===== src/rtl/sipo_tge_pkg.sv =====
// Shared widths, lane geometry and pending-state encoding for the 10GbE
// receive-side serial-to-parallel collector.
package sipo_tge_pkg;

   localparam int INPUT_SIZE_DEF  = 64;
   localparam int OUTPUT_SIZE_DEF = 512;
   localparam int CNT_W_DEF       = 32;

   localparam int CYCLES_BTW = OUTPUT_SIZE_DEF / INPUT_SIZE_DEF;
   localparam int LANE_W     = $clog2(CYCLES_BTW);

   typedef enum logic {
      IDLE = 1'b0,
      HELD = 1'b1
   } pendState_t;

endpackage


===== src/rtl/sipo_tge.sv =====
// Packs valid-qualified 64-bit words into 512-bit words and hands them to a
// wide FIFO. Optional macro SIPO_TGE_PAD_EN: i_last closes a group early, zero-filled.
module sipo_tge
   import sipo_tge_pkg::*;
#(
   parameter int INPUT_SIZE  = INPUT_SIZE_DEF,
   parameter int OUTPUT_SIZE = OUTPUT_SIZE_DEF,
   parameter int CNT_W       = CNT_W_DEF
) (
   input  logic                   clk,
   input  logic                   rst,
   input  logic                   ce,
   input  logic [INPUT_SIZE-1:0]  i_serial,
   input  logic                   i_valid,
   input  logic                   i_last,
   input  logic                   fifo_full,
   output logic                   fifo_we,
   output logic [OUTPUT_SIZE-1:0] o_parallel,
   output logic                   overflow,
   output logic [CNT_W-1:0]       words_written,
   output logic [CNT_W-1:0]       words_dropped
);

   localparam int LANES = OUTPUT_SIZE / INPUT_SIZE;
   localparam int LW    = (LANES > 1) ? $clog2(LANES) : 1;

   pendState_t             r_state;
   logic [LW-1:0]          r_lane;
   logic [OUTPUT_SIZE-1:0] r_accum;
   logic [OUTPUT_SIZE-1:0] r_parallel;
   logic                   r_overflow;
   logic [CNT_W-1:0]       r_written;
   logic [CNT_W-1:0]       r_dropped;

   logic                   w_accept;
   logic                   w_lastHit;
   logic                   w_complete;
   logic                   w_write;
   logic [OUTPUT_SIZE-1:0] w_fullWord;

`ifdef SIPO_TGE_PAD_EN
   assign w_lastHit = i_last;
`else
   logic w_unusedLast;
   assign w_unusedLast = i_last;
   assign w_lastHit    = 1'b0;
`endif

   assign w_accept   = ce && i_valid;
   assign w_complete = w_accept && ((r_lane == LW'(LANES - 1)) || w_lastHit);
   // Reset gates the strobe so a discarded pending word never reaches the FIFO.
   assign w_write    = (r_state == HELD) && !fifo_full && ce && !rst;

   // Accumulator is cleared at each completion, so lanes above the current one
   // are already zero; this is what makes early-close padding free.
   always_comb begin
      w_fullWord = r_accum;
      for (int j = 0; j < LANES; j++) begin
         if (r_lane == LW'(j)) begin
            w_fullWord[j*INPUT_SIZE +: INPUT_SIZE] = i_serial;
         end
      end
   end

   always_ff @(posedge clk) begin
      if (rst) begin
         r_state    <= IDLE;
         r_lane     <= '0;
         r_accum    <= '0;
         r_parallel <= '0;
         r_overflow <= 1'b0;
         r_written  <= '0;
         r_dropped  <= '0;
      end else if (ce) begin
         if (w_accept) begin
            if (w_complete) begin
               r_lane  <= '0;
               r_accum <= '0;
            end else begin
               r_lane  <= r_lane + LW'(1);
               r_accum <= w_fullWord;
            end
         end

         case (r_state)
            IDLE: begin
               if (w_complete) begin
                  r_parallel <= w_fullWord;
                  r_state    <= HELD;
               end
            end
            HELD: begin
               if (w_write) begin
                  if (r_written != '1) begin
                     r_written <= r_written + 1'b1;
                  end
                  if (w_complete) begin
                     r_parallel <= w_fullWord;
                  end else begin
                     r_state <= IDLE;
                  end
               end else if (w_complete) begin
                  // Older word wins; the newly completed one is lost.
                  r_overflow <= 1'b1;
                  if (r_dropped != '1) begin
                     r_dropped <= r_dropped + 1'b1;
                  end
               end
            end
            default: r_state <= IDLE;
         endcase
      end
   end

   assign fifo_we       = w_write;
   assign o_parallel    = r_parallel;
   assign overflow      = r_overflow;
   assign words_written = r_written;
   assign words_dropped = r_dropped;

endmodule


===== config.mk =====
export PLATFORM = sky130hd
export DESIGN_NAME = sipo_tge
export DESIGN_NICKNAME = d
export VERILOG_FILES = /design/src/rtl/sipo_tge_pkg.sv /design/src/rtl/sipo_tge.sv
export SDC_FILE = /design/constraint.sdc
export NUM_CORES = 2
export LEC_CHECK = 0
export ABC_CLOCK_PERIOD_IN_PS = 2500
export CAP_MARGIN = 5
export CORE_MARGIN = 1.5
export CORE_UTILIZATION = 45
export DETAILED_ROUTE_END_ITERATION = 10
export PLACE_DENSITY = 0.66
export SLEW_MARGIN = 20
export SYNTH_ARGS = -nofsm -noshare
export SYNTH_HDL_FRONTEND = slang
export SYNTH_SLANG_ARGS = --single-unit

===== constraint.sdc =====
create_clock -name clk -period 2.5 [get_ports clk]
set_input_delay 0.375 -clock clk [delete_from_list [all_inputs] [get_ports clk]]
set_output_delay 0.375 -clock clk [all_outputs]
set_load 0.05 [all_outputs]

# Yosys cells after proc, flatten, opt, wreduce, memory -nomap -nowiden

Cells that the tools add are included.

Add/subtract/negate cells: 3
Multipliers: 0
Divide/modulo/power cells: 0
Order comparisons: 0
Equal/unequal tests: 10
Shift operators: 0
Muxes and demuxes: 16
Bitwise gates (word level): 2
Reduce and logical (&&, ||, !) cells: 13

Operators by type and width:

| operator                                             | number |
|---|---|
| 2-to-1 mux 512 bit                                   | 3 |
| one-hot mux 512 bit (2 select lines)                 | 1 |
| 2-to-1 mux 64 bit                                    | 8 |
| adder 32 x 1 -> 32 bit (second input constant)       | 2 |
| inequality test 32 bit (second input constant)       | 2 |
| equality test 3 bit (second input constant)          | 4 |
| AND reduction 4 bit                                  | 2 |
| equality test 3 x 2 -> 1 bit (second input constant) | 2 |
| logical AND 1 bit                                    | 5 |
| AND reduction 5 bit                                  | 1 |
| AND reduction 2 bit                                  | 2 |
| adder 3 x 1 -> 3 bit (second input constant)         | 1 |
| equality test 3 x 1 -> 1 bit (second input constant) | 1 |
| logical NOT 3 bit                                    | 1 |
| 2-to-1 mux 3 bit                                     | 1 |
| logical NOT 1 bit                                    | 2 |
| 2-to-1 mux 1 bit                                     | 2 |
| inequality test 2 bit (second input constant)        | 1 |
| NOT 1 bit                                            | 2 |
| one-hot mux 1 bit (2 select lines)                   | 1 |

Register bits after elaboration: 1093
Bits in latches: 0
Memory bits (writable): 0
Memory bits (read-only): 0
Input port bits: 70
Output and inout port bits: 578
Word-level logic and storage cells: 51
Memories kept: 0

# Depth between registers and ports, before layout

Depth in word-level cells: 6
Depth in mapped cells: 9
Gate-level depth less buffers: 7

# Least setup slack after synthesis

OpenSTA, ideal clock, no wires.

Path kind: reg-to-reg
From: register r_dropped[0], in the netlist words_dropped[0]
To: register r_dropped[26], in the netlist words_dropped[26]
Setup time: 0.121 ns
Arrival time: 2.371 ns
Setup slack: 0.008 ns
Cell stages (with the launch flop): 8
Cell sequence: dfxtp_1 > ha_1 > nand4_1 > nor4b_2 > buf_2 > nand3b_1 > nor4_1 > mux2_2

Cells in the longest elaborated chain, start to end: 2
Elaborated cells between the ends (all ways): 3
Those cells by class: add/sub: 1; eq/ne: 1; reduce/logical: 1

Ends and longest elaborated chain:

| item                                                                           | RTL line        | RTL |
|---|---|---|
| start: declaration                                                             | sipo_tge.sv:33  | `logic [CNT_W-1:0] r_dropped;` |
| start signal: assignment                                                       | sipo_tge.sv:106 | `r_dropped <= r_dropped + 1'b1;` |
| parallel branches: the longest is 2 deep, another holds adder 32 x 1 -> 32 bit | --              |  |

Parallel ways; which one is timed is not known.
A chain may end at the register's enable or synchronous reset.

# Worst setup path after layout

From: register r_dropped[6], in the netlist words_dropped[6]
To: output port words_dropped[6]

RTL lines:

| item             | RTL line       | RTL |
|---|---|---|
| end: declaration | sipo_tge.sv:21 | `output logic [CNT_W-1:0] words_dropped` |

No word-level cell between the ends.

==> results.tsv <==
stage	metric	value	unit
logic_synthesis	yosysUniqueCellTypes	54	
logic_synthesis	synth_edf_count	0	
placement	dpl.hpwl	92300	um
worst_setup_path	crit_type	reg -> out	
logic_synthesis	synthTopCellsByArea	dfxtp_1, mux2i_1, nor2_1, a211oi_1, a22oi_1	
floorplanning	core_area	0.0897	mm^2
hold_path	hp-class	in -> reg	
logic_synthesis	yosysSeqAreaShare	0.507	
logic_synthesis	synth_top_area_cell	dfxtp_1	
logic_synthesis	synth_top_family_by_area	compound AO/OA/AOI/OAI gates	
floorplanning	die_y	304	um
clock_network	cts_tree	built	
logic_synthesis	async_flop_share	0	
logic_synthesis	yosys_warnings	0	
clock_network	post_cts_buffers	0	
clock_network	cts_max_level	3	
worst_setup_path	startpoint_type	flip-flop	
clock_network	numCtsBuffers	108	
floorplanning	die_area	0.0922	mm^2
placement	placed_cells	5939	
logic_synthesis	syn_nets	4490	
detailed_routing	antenna_left	0	
detailed_routing	drt_iter0_markers	3100	
logic_synthesis	synth-compound-area-share	0.189	
worst_setup_path	cpPeakStageDelay	890	ps
worst_setup_path	crit_buf_inv	1	
worst_setup_path	cp.required	2120	ps
logic_synthesis	syn-cell-area	0.0407	mm^2
detailed_routing	vias	35300	
pwr	power_density	670	mW/mm^2
detailed_routing	wire_per_inst	23.5	um
sta	fin_tns_setup	0	ps
worst_setup_path	critical_path_arrival	2030	ps
detailed_routing	viasPerCell	5.75	
global_route	grt_usage	0.298	
clock_network	clock-sinks	1029	
cells_and_area	fin_util	0.593	
logic_synthesis	synth-simple-area-share	0.136	
global_route	antenna_found_initial	2	
worst_setup_path	reg2reg_depth	7	
logic_synthesis	synth_fa_ha_area_frac	0.00246	
cells_and_area	layout.nets	4952	
global_route	gr-total-overflow	0	
cells_and_area	syn2layout_area_growth	30.8	%
detailed_routing	first_pass_iters	8	
detailed_routing	routed_wl	144000	um
floorplanning	fp.dieW	304	um
logic_synthesis	synth_mux_area_frac	0.114	
placement	placed_area	0.0493	mm^2
sta	period_share	0.962	
sta	period_needed	2410	ps
logic_synthesis	synth_xor_area_frac	0.00259	
sta	timing.hold.ws	442	ps
floorplanning	io_pins	648	
clock_network	cts_root_buffer	clkbuf_16	
logic_synthesis	synth_cells	4412	
sta	slew_viol_final	0	
floorplanning	num_rows	110	
detailed_routing	drc	0	
cells_and_area	final_cells	6141	
placement	port_buffers	646	
cells_and_area	drive_above_1_share	0.0947	
floorplanning	start_util	0.453	
placement	pre_cts_slack	21.0	ps
logic_synthesis	ys_seq_elements	1029	
logic_synthesis	synth.top_cell.area_share	0.507	
pwr	power.total	35.7	mW
global_route	grt_pass1_wl	209000	um
sta	rsz0062_at_grt	false	
cells_and_area	postLayoutCellArea	0.0532	mm^2
worst_setup_path	path_cells	clkdlybuf4s50_1	
job	maxCapViolations	0	
sta	fmax	416	MHz
run_status	status	finished, final reports clean	
logic_synthesis	yosys_most_used_dff	dfxtp_1	
clock_network	clock_latency	690	ps
worst_setup_path	cp_top_family	buffers and inverters	
logic_synthesis	avgSynthCellArea	9.21	um^2
clock_network	clk_pin_slew	60	ps
global_route	grt_max_degree	201	
worst_setup_path	cp_max_fo	9	
hold_path	min_path_cells	4	
sta	tightest_slew	1050	ps
worst_setup_path	end_kind	output pin	
worst_setup_path	slowest_stage	clkdlybuf4s50_1	
placement	gpl.final_weighted_congestion	0.871	
worst_setup_path	worstSetupPathDepth	1	
clock_network	cts.path.max_buffers	3	
pwr	p_leak	17.3	nW
sta	fin_ws	94.1	ps
sta	setup_viol	0	
pwr	ir_worst_vdd	0.623	mV
sta	timing.slew.headroom	0.301	
sta	clock_skew	27.0	ps
sta	hold_viol	0	
global_route	grt_pass1_vias	32600	
## metal layers
layer  up-vias  wire length (um)  part of all wire  GRT usage
li1      16600                 -                 -          -
met1     17100             62300              0.43      0.400
met4         2              6040             0.042      0.126
met3       278             10400             0.072     0.0523
met2      1384             65500              0.45      0.473
met5         -                17           0.00012          0
## cell families (layout without fill, tap and decap cells)
| family | after synthesis | after routing |
|---|---|---|
| XOR/XNOR | 12 | 12 |
| adder cells (fa/ha/maj) | 8 | 8 |
| AND/OR/NAND/NOR | 1308 | 1308 |
| buffers and inverters | 529 | 1081 |
| other | 0 | 1 |
| multiplexers | 460 | 460 |
| AO/OA/AOI/OAI | 1066 | 1066 |
| flip-flops | 1029 | 1029 |
## final timing paths
kind,start,end,slack (ps)
max,words_dropped[6]$_SDFFE_PP0P_,words_dropped[6],90
min,i_serial[1],o_parallel[449]$_SDFFE_PP0P_,440
max reg2reg,r_lane[0]$_SDFFE_PP0P_,r_accum[25]$_SDFFE_PP0P_,150
min reg2reg,o_parallel[470]$_SDFFE_PP0P_,o_parallel[470]$_SDFFE_PP0P_,450
## power by group
part	switching, mW	internal [mW]	leakage, nW
Combinational	1.23	0.642	7.08
Clock	6.86	10.4	1.91
Sequential	0.0537	16.5	8.29
## final cells by class
class | count | area, um^2
clock buffer | 157 | 3300
clock inverter | 43 | 571
fill | 7771 | 36500
multi-input combinational | 2854 | 18200
tap | 1176 | 1470
sequential | 1029 | 20600
inverter | 16 | 60.1
antenna | 1 | 2.50
timing repair buffer | 865 | 8970
## sequential cells by signal, summed over array words and instances (netlist names)
| name | cells |
|---|---|
| r_state | 1 |
| overflow | 1 |
| r_accum | 448 |
| words_dropped | 32 |
| words_written | 32 |
| o_parallel | 512 |
| r_lane | 3 |
## cells in the mapped netlist, types with 2 or more instances
cell type	n
a2111o_1	2
a211oi_1	454
a21oi_1	106
a22oi_1	448
a31o_2	2
and2_0	4
and2_1	11
and3_1	6
and4_1	9
buf_1	50
buf_2	27
clkbuf_1	435
dfxtp_1	1029
ha_1	8
inv_1	15
mux2_2	9
mux2i_1	451
nand2_1	160
nand2b_1	3
nand3_1	19
nand3_2	2
nand3b_1	3
nand4_1	20
nand4b_1	2
nor2_1	933
nor2b_1	77
nor3_1	8
nor4_1	7
o21ai_0	28
o21ai_1	7
o31ai_1	9
o41ai_1	2
or3_1	25
or4_1	11
xnor2_1	8
xor2_1	4
## tightest hold or removal path, cell delays in order
cell             delay, ps
clkdlybuf4s50_1        400
buf_4                  170
nand2_1                 60
a21oi_1                 50
## cells in the final DEF, fill, tap and decap left out, drive strengths merged, types with 3 or more instances in the layout
| cell | netlist | routed |
|---|---|---|
| xor2 | 4 | 4 |
| clkdlybuf4s50 | 0 | 636 |
| a22oi | 448 | 448 |
| nor4 | 8 | 8 |
| or3 | 25 | 25 |
| clkinvlp | 0 | 7 |
| a21oi | 106 | 106 |
| nor3 | 8 | 8 |
| buf | 78 | 228 |
| a211oi | 454 | 454 |
| o21ai | 35 | 35 |
| bufinv | 0 | 12 |
| inv | 16 | 19 |
| ha | 8 | 8 |
| nand2b | 3 | 3 |
| nand3b | 3 | 3 |
| nand2 | 160 | 160 |
| clkbuf | 435 | 157 |
| and2 | 15 | 15 |
| o31ai | 10 | 10 |
| or4 | 11 | 11 |
| nand4 | 22 | 22 |
| xnor2 | 8 | 8 |
| clkinv | 0 | 21 |
| nand3 | 21 | 21 |
| dfxtp | 1029 | 1029 |
| and4 | 9 | 9 |
| nor2b | 77 | 77 |
| mux2i | 451 | 451 |
| mux2 | 9 | 9 |
| nor2 | 933 | 933 |
| and3 | 6 | 6 |
## what timing repair did
action / CTS / global route
gates resized for setup: 1 / 6
hold buffers: 1 / 0
endpoints found under the hold margin: 8 / 0
endpoints found under the setup margin: 1 / 26
gates cloned: 0 / 0
Note: power is estimated with default switching activity, not from simulation.
